**config.mk**
```make
export PLATFORM = sky130hd
export DESIGN_NAME = sample_width_adapter
export DESIGN_NICKNAME = d
export VERILOG_FILES = /design/src/rtl/sample_adapt_pkg.sv /design/src/rtl/sample_convert.sv /design/src/rtl/sample_width_adapter.sv
export SDC_FILE = /design/constraint.sdc
export NUM_CORES = 1
export LEC_CHECK = 0
export ABC_CLOCK_PERIOD_IN_PS = 1550
export CORE_ASPECT_RATIO = 0.9
export CORE_UTILIZATION = 45
export DETAILED_ROUTE_END_ITERATION = 6
export DONT_BUFFER_PORTS = 1
export PLACE_DENSITY = 0.61
export SYNTH_ARGS = -nofsm -noshare
export SYNTH_HDL_FRONTEND = slang
export SYNTH_SLANG_ARGS = --single-unit
```
**constraint.sdc**
```tcl
create_clock -name clk -period 1.55 [get_ports clk]
set_input_delay 0.0775 -clock clk [delete_from_list [all_inputs] [get_ports clk]]
set_output_delay 0.0775 -clock clk [all_outputs]
set_load 0.01 [all_outputs]
```
**src/rtl/sample_adapt_pkg.sv**
```systemverilog
// Shared definitions for the sample width adapter: alignment modes,
// supported width limits and the internal wide-datapath width helper.
package sample_adapt_pkg;

  // How an input sample is mapped onto the output word.
  typedef enum logic [0:0] {
    ALIGN_VALUE = 1'b0,  // keep numeric value (sign-extend or saturate)
    ALIGN_MSB   = 1'b1   // keep MSB position (scale by 2^(OUT_W-IN_W))
  } align_e;

  localparam int SAMPLE_W_MIN = 2;
  localparam int SAMPLE_W_MAX = 32;
  localparam int CHANNELS_MIN = 1;
  localparam int CHANNELS_MAX = 8;

  // One guard bit above the wider of the two sample widths holds every
  // intermediate value (left shift result or rounded narrowing result).
  function automatic int wide_width(input int in_w, input int out_w);
    return ((in_w > out_w) ? in_w : out_w) + 1;
  endfunction

endpackage

```
**src/rtl/sample_convert.sv**
```systemverilog
// Per-lane sample conversion: combinational shift/round into the wide
// domain (stage-1 input) and saturation back to OUT_W (stage-2 input).
// SAMPLE_ADAPT_ROUND_EN: when defined, MSB-aligned narrowing rounds half up
// instead of truncating toward negative infinity.
module sample_convert
  import sample_adapt_pkg::*;
#(
  parameter int IN_W  = 12,
  parameter int OUT_W = 16,
  parameter int ALIGN = 0
) (
  input  logic [IN_W-1:0]                        sample_i,
  output logic [wide_width(IN_W, OUT_W)-1:0]     wide_o,
  input  logic [wide_width(IN_W, OUT_W)-1:0]     wide_i,
  output logic [OUT_W-1:0]                       sat_o,
  output logic                                   clip_o
);

  localparam int     WIDE_W = wide_width(IN_W, OUT_W);
  localparam align_e MODE   = (ALIGN != 0) ? ALIGN_MSB : ALIGN_VALUE;
  localparam int     SHL    = (OUT_W > IN_W) ? (OUT_W - IN_W) : 0;
  localparam int     SHR    = (IN_W > OUT_W) ? (IN_W - OUT_W) : 0;
  localparam int     RND_SH = (SHR > 0) ? (SHR - 1) : 0;

`ifdef SAMPLE_ADAPT_ROUND_EN
  localparam bit ROUND_EN = 1'b1;
`else
  localparam bit ROUND_EN = 1'b0;
`endif

  localparam logic signed [WIDE_W-1:0] ONE_W     = {{(WIDE_W-1){1'b0}}, 1'b1};
  localparam logic signed [WIDE_W-1:0] ROUND_ADD =
    (ROUND_EN && (SHR > 0)) ? (ONE_W << RND_SH) : {WIDE_W{1'b0}};
  localparam logic signed [WIDE_W-1:0] SAT_MAX =
    {{(WIDE_W-OUT_W+1){1'b0}}, {(OUT_W-1){1'b1}}};
  localparam logic signed [WIDE_W-1:0] SAT_MIN =
    {{(WIDE_W-OUT_W+1){1'b1}}, {(OUT_W-1){1'b0}}};

  logic signed [WIDE_W-1:0] ext_s;
  logic signed [WIDE_W-1:0] wide_s;
  logic signed [WIDE_W-1:0] wide_in_s;

  assign ext_s     = {{(WIDE_W-IN_W){sample_i[IN_W-1]}}, sample_i};
  assign wide_in_s = wide_i;
  assign wide_o    = wide_s;

  // Place the sample on the output scale; narrowing keeps one guard bit so
  // the rounding add cannot overflow.
  always_comb begin
    wide_s = ext_s;
    if (MODE == ALIGN_MSB) begin
      if (SHR > 0) begin
        wide_s = (ext_s + ROUND_ADD) >>> SHR;
      end else begin
        wide_s = ext_s <<< SHL;
      end
    end else begin
      wide_s = ext_s;
    end
  end

  // Clamp the wide value into the signed OUT_W range and report clipping.
  always_comb begin
    sat_o  = wide_in_s[OUT_W-1:0];
    clip_o = 1'b0;
    if (wide_in_s > SAT_MAX) begin
      sat_o  = SAT_MAX[OUT_W-1:0];
      clip_o = 1'b1;
    end else if (wide_in_s < SAT_MIN) begin
      sat_o  = SAT_MIN[OUT_W-1:0];
      clip_o = 1'b1;
    end else begin
      sat_o  = wide_in_s[OUT_W-1:0];
      clip_o = 1'b0;
    end
  end

endmodule

```
**src/rtl/sample_width_adapter.sv**
```systemverilog
// Multi-lane signed sample width adapter: two-stage valid/ready pipeline
// (stage 1 = wide shifted value, stage 2 = saturated result) with sticky
// per-lane clip flags and a saturating clipped-beat counter.
// SAMPLE_ADAPT_ROUND_EN: selects round-half-up for MSB-aligned narrowing.
module sample_width_adapter
  import sample_adapt_pkg::*;
#(
  parameter int IN_W     = 12,
  parameter int OUT_W    = 16,
  parameter int CHANNELS = 2,
  parameter int ALIGN    = 0,
  parameter int CNT_W    = 16
) (
  input  logic                      clk,
  input  logic                      rst_n,
  input  logic                      in_valid,
  output logic                      in_ready,
  input  logic [CHANNELS*IN_W-1:0]  in_data,
  output logic                      out_valid,
  input  logic                      out_ready,
  output logic [CHANNELS*OUT_W-1:0] out_data,
  output logic [CHANNELS-1:0]       clip_flag,
  input  logic                      clip_clear,
  output logic [CNT_W-1:0]          clip_count
);

  localparam int               WIDE_W  = wide_width(IN_W, OUT_W);
  localparam logic [CNT_W-1:0] CNT_ONE = {{(CNT_W-1){1'b0}}, 1'b1};
  localparam logic [CNT_W-1:0] CNT_MAX = {CNT_W{1'b1}};

  logic                         s1_valid_q, s1_valid_d;
  logic [CHANNELS*WIDE_W-1:0]   s1_wide_q, s1_wide_d, wide_s;
  logic                         out_valid_q, out_valid_d;
  logic [CHANNELS*OUT_W-1:0]    out_data_q, out_data_d, sat_s;
  logic [CHANNELS-1:0]          clip_flag_q, clip_flag_d, clip_s;
  logic [CNT_W-1:0]             clip_count_q, clip_count_d;
  logic                         s2_ready_s, s2_load_s, s1_ready_s, s1_load_s;
  logic                         clip_event_s;

  for (genvar g = 0; g < CHANNELS; g++) begin : g_lane
    sample_convert #(
      .IN_W  (IN_W),
      .OUT_W (OUT_W),
      .ALIGN (ALIGN)
    ) u_convert (
      .sample_i (in_data[g*IN_W +: IN_W]),
      .wide_o   (wide_s[g*WIDE_W +: WIDE_W]),
      .wide_i   (s1_wide_q[g*WIDE_W +: WIDE_W]),
      .sat_o    (sat_s[g*OUT_W +: OUT_W]),
      .clip_o   (clip_s[g])
    );
  end

  // Stage 2 frees up when its beat leaves; stage 1 when it can move forward.
  // Together this gives in_ready = out_ready | ~(stage-2 valid & stage-1 valid).
  assign s2_ready_s   = out_ready | ~out_valid_q;
  assign s2_load_s    = s1_valid_q & s2_ready_s;
  assign s1_ready_s   = s2_ready_s | ~s1_valid_q;
  assign s1_load_s    = in_valid & s1_ready_s;
  assign clip_event_s = s2_load_s & (|clip_s);

  assign in_ready   = s1_ready_s;
  assign out_valid  = out_valid_q;
  assign out_data   = out_data_q;
  assign clip_flag  = clip_flag_q;
  assign clip_count = clip_count_q;

  // Next-state for both pipeline stages; data only moves on a real transfer
  // so a stalled output word stays stable.
  always_comb begin
    s1_valid_d  = s1_valid_q;
    s1_wide_d   = s1_wide_q;
    out_valid_d = out_valid_q;
    out_data_d  = out_data_q;
    if (s1_ready_s) begin
      s1_valid_d = in_valid;
    end else begin
      s1_valid_d = s1_valid_q;
    end
    if (s1_load_s) begin
      s1_wide_d = wide_s;
    end else begin
      s1_wide_d = s1_wide_q;
    end
    if (s2_ready_s) begin
      out_valid_d = s1_valid_q;
    end else begin
      out_valid_d = out_valid_q;
    end
    if (s2_load_s) begin
      out_data_d = sat_s;
    end else begin
      out_data_d = out_data_q;
    end
  end

  // Clip bookkeeping: a clear coinciding with a clip event keeps that event.
  always_comb begin
    clip_flag_d  = clip_flag_q;
    clip_count_d = clip_count_q;
    if (clip_clear) begin
      clip_flag_d  = clip_s & {CHANNELS{s2_load_s}};
      clip_count_d = clip_event_s ? CNT_ONE : {CNT_W{1'b0}};
    end else if (clip_event_s) begin
      clip_flag_d  = clip_flag_q | clip_s;
      clip_count_d = (clip_count_q == CNT_MAX) ? clip_count_q : (clip_count_q + CNT_ONE);
    end else begin
      clip_flag_d  = clip_flag_q;
      clip_count_d = clip_count_q;
    end
  end

  // Pipeline and clip state registers; reset discards all in-flight beats.
  always_ff @(posedge clk or negedge rst_n) begin
    if (!rst_n) begin
      s1_valid_q   <= 1'b0;
      s1_wide_q    <= {(CHANNELS*WIDE_W){1'b0}};
      out_valid_q  <= 1'b0;
      out_data_q   <= {(CHANNELS*OUT_W){1'b0}};
      clip_flag_q  <= {CHANNELS{1'b0}};
      clip_count_q <= {CNT_W{1'b0}};
    end else begin
      s1_valid_q   <= s1_valid_d;
      s1_wide_q    <= s1_wide_d;
      out_valid_q  <= out_valid_d;
      out_data_q   <= out_data_d;
      clip_flag_q  <= clip_flag_d;
      clip_count_q <= clip_count_d;
    end
  end

endmodule

```
==> results.toml <==
[outcome]
status = "finished with violations"
violations = "DRC, hold timing"

[critical_path]
critPathTopFamily = "flip-flops"
crit_start = "out_valid$_DFFE_PN0P_"
critPathCaptureType = "flip-flop"
crit_chain = "nand3b_4, nand2_4, buf_12, mux2_4"
r2r_cells = 4
worst-path-stages = 4
criticalPathCategory = "reg -> reg"
crit_arrival_ns = 1.66
crit_path_max_incr_delay_ns = 0.48
rr_startpoint = "out_valid$_DFFE_PN0P_"
path_max_fanout = 19
r2r_slack_ns = 0.11
critPathLaunchType = "flip-flop"
cp_slowest_cell = "dfrtp_1"
worstReg2RegEnd = "s1_wide_q[3]$_DFFE_PN0P_"
crit_end = "s1_wide_q[3]$_DFFE_PN0P_"
required_ns = 1.76
path_buf_inv = 1

[power]
p_int_mw = 3.41
power_leakage_nw = 1.54
peakVddDrop_v = 0.000833
power_density_nw_per_um2 = 1400
p_comb_share_pct = 13.5
switching_share_pct = 24.7
clkPwrFrac_pct = 34.4
p_sw_mw = 1.12
p_seq_share_pct = 52.1

[sta]
whs_ns = -0.565
setup_tns_ns = 0
clock_skew_ns = 0.00544
post-route-min-period_ns = 1.44
finalSetupViolations = 0
post-route-period-util_pct = 93.2
rsz0062_at_grt = "no"
worst_pin_slew_ns = 0.575
finalHoldViolations = 69
drv_slew = 0
fmax_mhz = 693
slew_headroom_pct = 61.5

[detailed_routing]
viasPerCell = 4.94
ant_nets = 0
avgRoutedWirePerCell_um = 17.2
dr.first_iter.drc_count = 51
drt_first_pass_iters = 6
wl_um = 4440
drc = 10
vias = 1274

[layout]
final_layout_size_suffix_gt1_share_pct = 37.8
final_cells = 258
nFillCells = 453
area_growth_pct = 18.4
diodes = 0
nNetsFinal = 212

[floorplanning]
start_util_pct = 47.3
core_um2 = 5760
num_io_pins = 81
fp.dieArea_um2 = 6370
die_h_um = 75.8
num_rows = 26
die_x_um = 84.0

[synthesis]
synthCells = 154
yosys.area_share.simple_pct = 6.52
synth_top_family_by_area = "multiplexers"
seq_area_frac_synth_pct = 63.4
synth_compound_area_share_pct = 0
avgSynthCellArea_um2 = 17.7
ys_types = 13
synth_xor_area_share_pct = 0
ys_ff_latch = 69
syn-num-nets = 183
synth_adder_area_share_pct = 0
yosysWarnings = 0
synth_area_um2 = 2730
synth.area.mux_share_pct = 25.8

[clock_tree]
clkLatencyLatePin_ns = 0.33
cts_setup_buffers = 0
cts_hold_buf = 27
clockBufferDepth = 2
clock-sinks = 69
cts_root_buffer = "clkbuf_8"
cts_tree = "built"
h-tree-depth = 3
cts-resized-gates = 0
clk_pin_slew_ns = 0.07
cts_inserted_buffers = 9

[place]
place_congestion = 0.667
port_buffers = 0
place_hpwl_um = 2810
place_inst = 215

[job]
drv_cap = 0

[global_route]
grt_overflow = 0
track_usage_pct = 15.5
grt_max_degree = 70
grt_pass1_wl_um = 7120
antenna_found_initial = 0
grt_pass1_vias = 1352

[min_path]
hold_class = "in -> async"
-- cell usage in the layout, fill, tap and decap left out --
cell type,count
clkbuf_1,1
nand2b_2,1
inv_6,1
mux2_4,40
bufinv_16,2
clkbuf_8,9
buf_12,2
clkinv_2,2
nand2_4,2
dlygate4sd3_1,27
or2b_1,1
nand2b_1,1
clkinvlp_4,1
dfrtp_1,69
buf_4,1
nor2b_1,18
mux2_2,9
nand3b_4,1
-- power groups by stage --
| stage | clock network [mW] | registers (mW) | logic (mW) |
|---|---|---|---|
| 2_1_floorplan | 0 | 2.32 | 0.577 |
| 3_3_place_gp | 0 | 2.38 | 0.534 |
| 3_5_place_dp | 0 | 2.40 | 0.554 |
| 4_1_cts | 1.61 | 2.37 | 0.616 |
| 5_1_grt | 1.70 | 2.40 | 0.651 |
| 6_report | 1.55 | 2.36 | 0.611 |
-- cell type report --
class | instances | area (um^2) | area share, %
Clock inverter | 6 | 86.3 | 2.68
Clock buffer | 10 | 128 | 3.96
Sequential cell | 69 | 1730 | 53.5
Timing Repair Buffer | 30 | 318 | 9.85
Tap cell | 70 | 87.6 | 2.72
Multi-Input combinational cell | 73 | 880 | 27.3
-- per-stage QoR --
| step | hold slack [ns] | setup slack, ns | util, % | power (mW) | area [um^2] |
|---|---|---|---|---|---|
| floorplan | -0.218 | 0.281 | - | 2.90 | 2730 |
| global placement | -0.217 | 0.163 | 47.6 | 2.92 | 2740 |
| detailed placement | -0.217 | 0.0928 | 47.6 | 2.95 | 2740 |
| CTS | -0.587 | 0.0877 | 56.0 | 4.59 | 3230 |
| global route | -0.605 | 0.0478 | 56.0 | 4.75 | 3230 |
| finish | -0.565 | 0.106 | 56.0 | 4.53 | 3230 |
-- sequential cells by signal, indices dropped and copies added, names as in the netlist, named ones only --
signal,flops
out_data,25
s1_wide_q,24
clip_count,16
clip_flag,1
out_valid,1
s1_valid_q,1
-- cell usage after synthesis --
library cell  instances  area (um^2)
nand3b_4              1         20.0
mux2_2                9          101
buf_12                2         40.0
dfrtp_1              69         1730
or2b_1                1         7.51
nand2b_1              1         6.26
nand2_4               2         22.5
buf_4                 7         52.6
buf_6                 2         22.5
clkbuf_1              1         3.75
nand2b_2              1         8.76
nor2b_1              18          113
mux2_4               40          601
-- cell families (layout without fill, tap and decap cells) --
kind of cell           count (synthesis)  count (layout)
AND/OR/NAND/NOR                       24              24
multiplexers                          49              49
buffers and inverters                 12              46
flip-flops                            69              69
-- routing by layer --
metal | vias to the layer above | global-route usage (%) | share of wire [%]
met5 | - | 0 | 0
met4 | 0 | 5.94 | 1.1
met3 | 5 | 7.91 | 7.0
met2 | 52 | 24.0 | 48
met1 | 646 | 18.8 | 44
li1 | 571 | - | -
-- how the worst min path moves through the flow --
stage	slack, ns	startpoint	depth (start not counted)	end
floorplan	-0.22	rst_n	0	async pin
global placement	-0.22	rst_n	0	clip_count[12]$_DFFE_PN0P_
detailed placement	-0.22	rst_n	0	clip_count[12]$_DFFE_PN0P_
CTS	-0.59	rst_n	0	clip_count[12]$_DFFE_PN0P_
global route	-0.61	rst_n	0	clip_count[12]$_DFFE_PN0P_
finish	-0.57	rst_n	0	s1_wide_q[7]$_DFFE_PN0P_
Power figures use the tool's default switching activity.
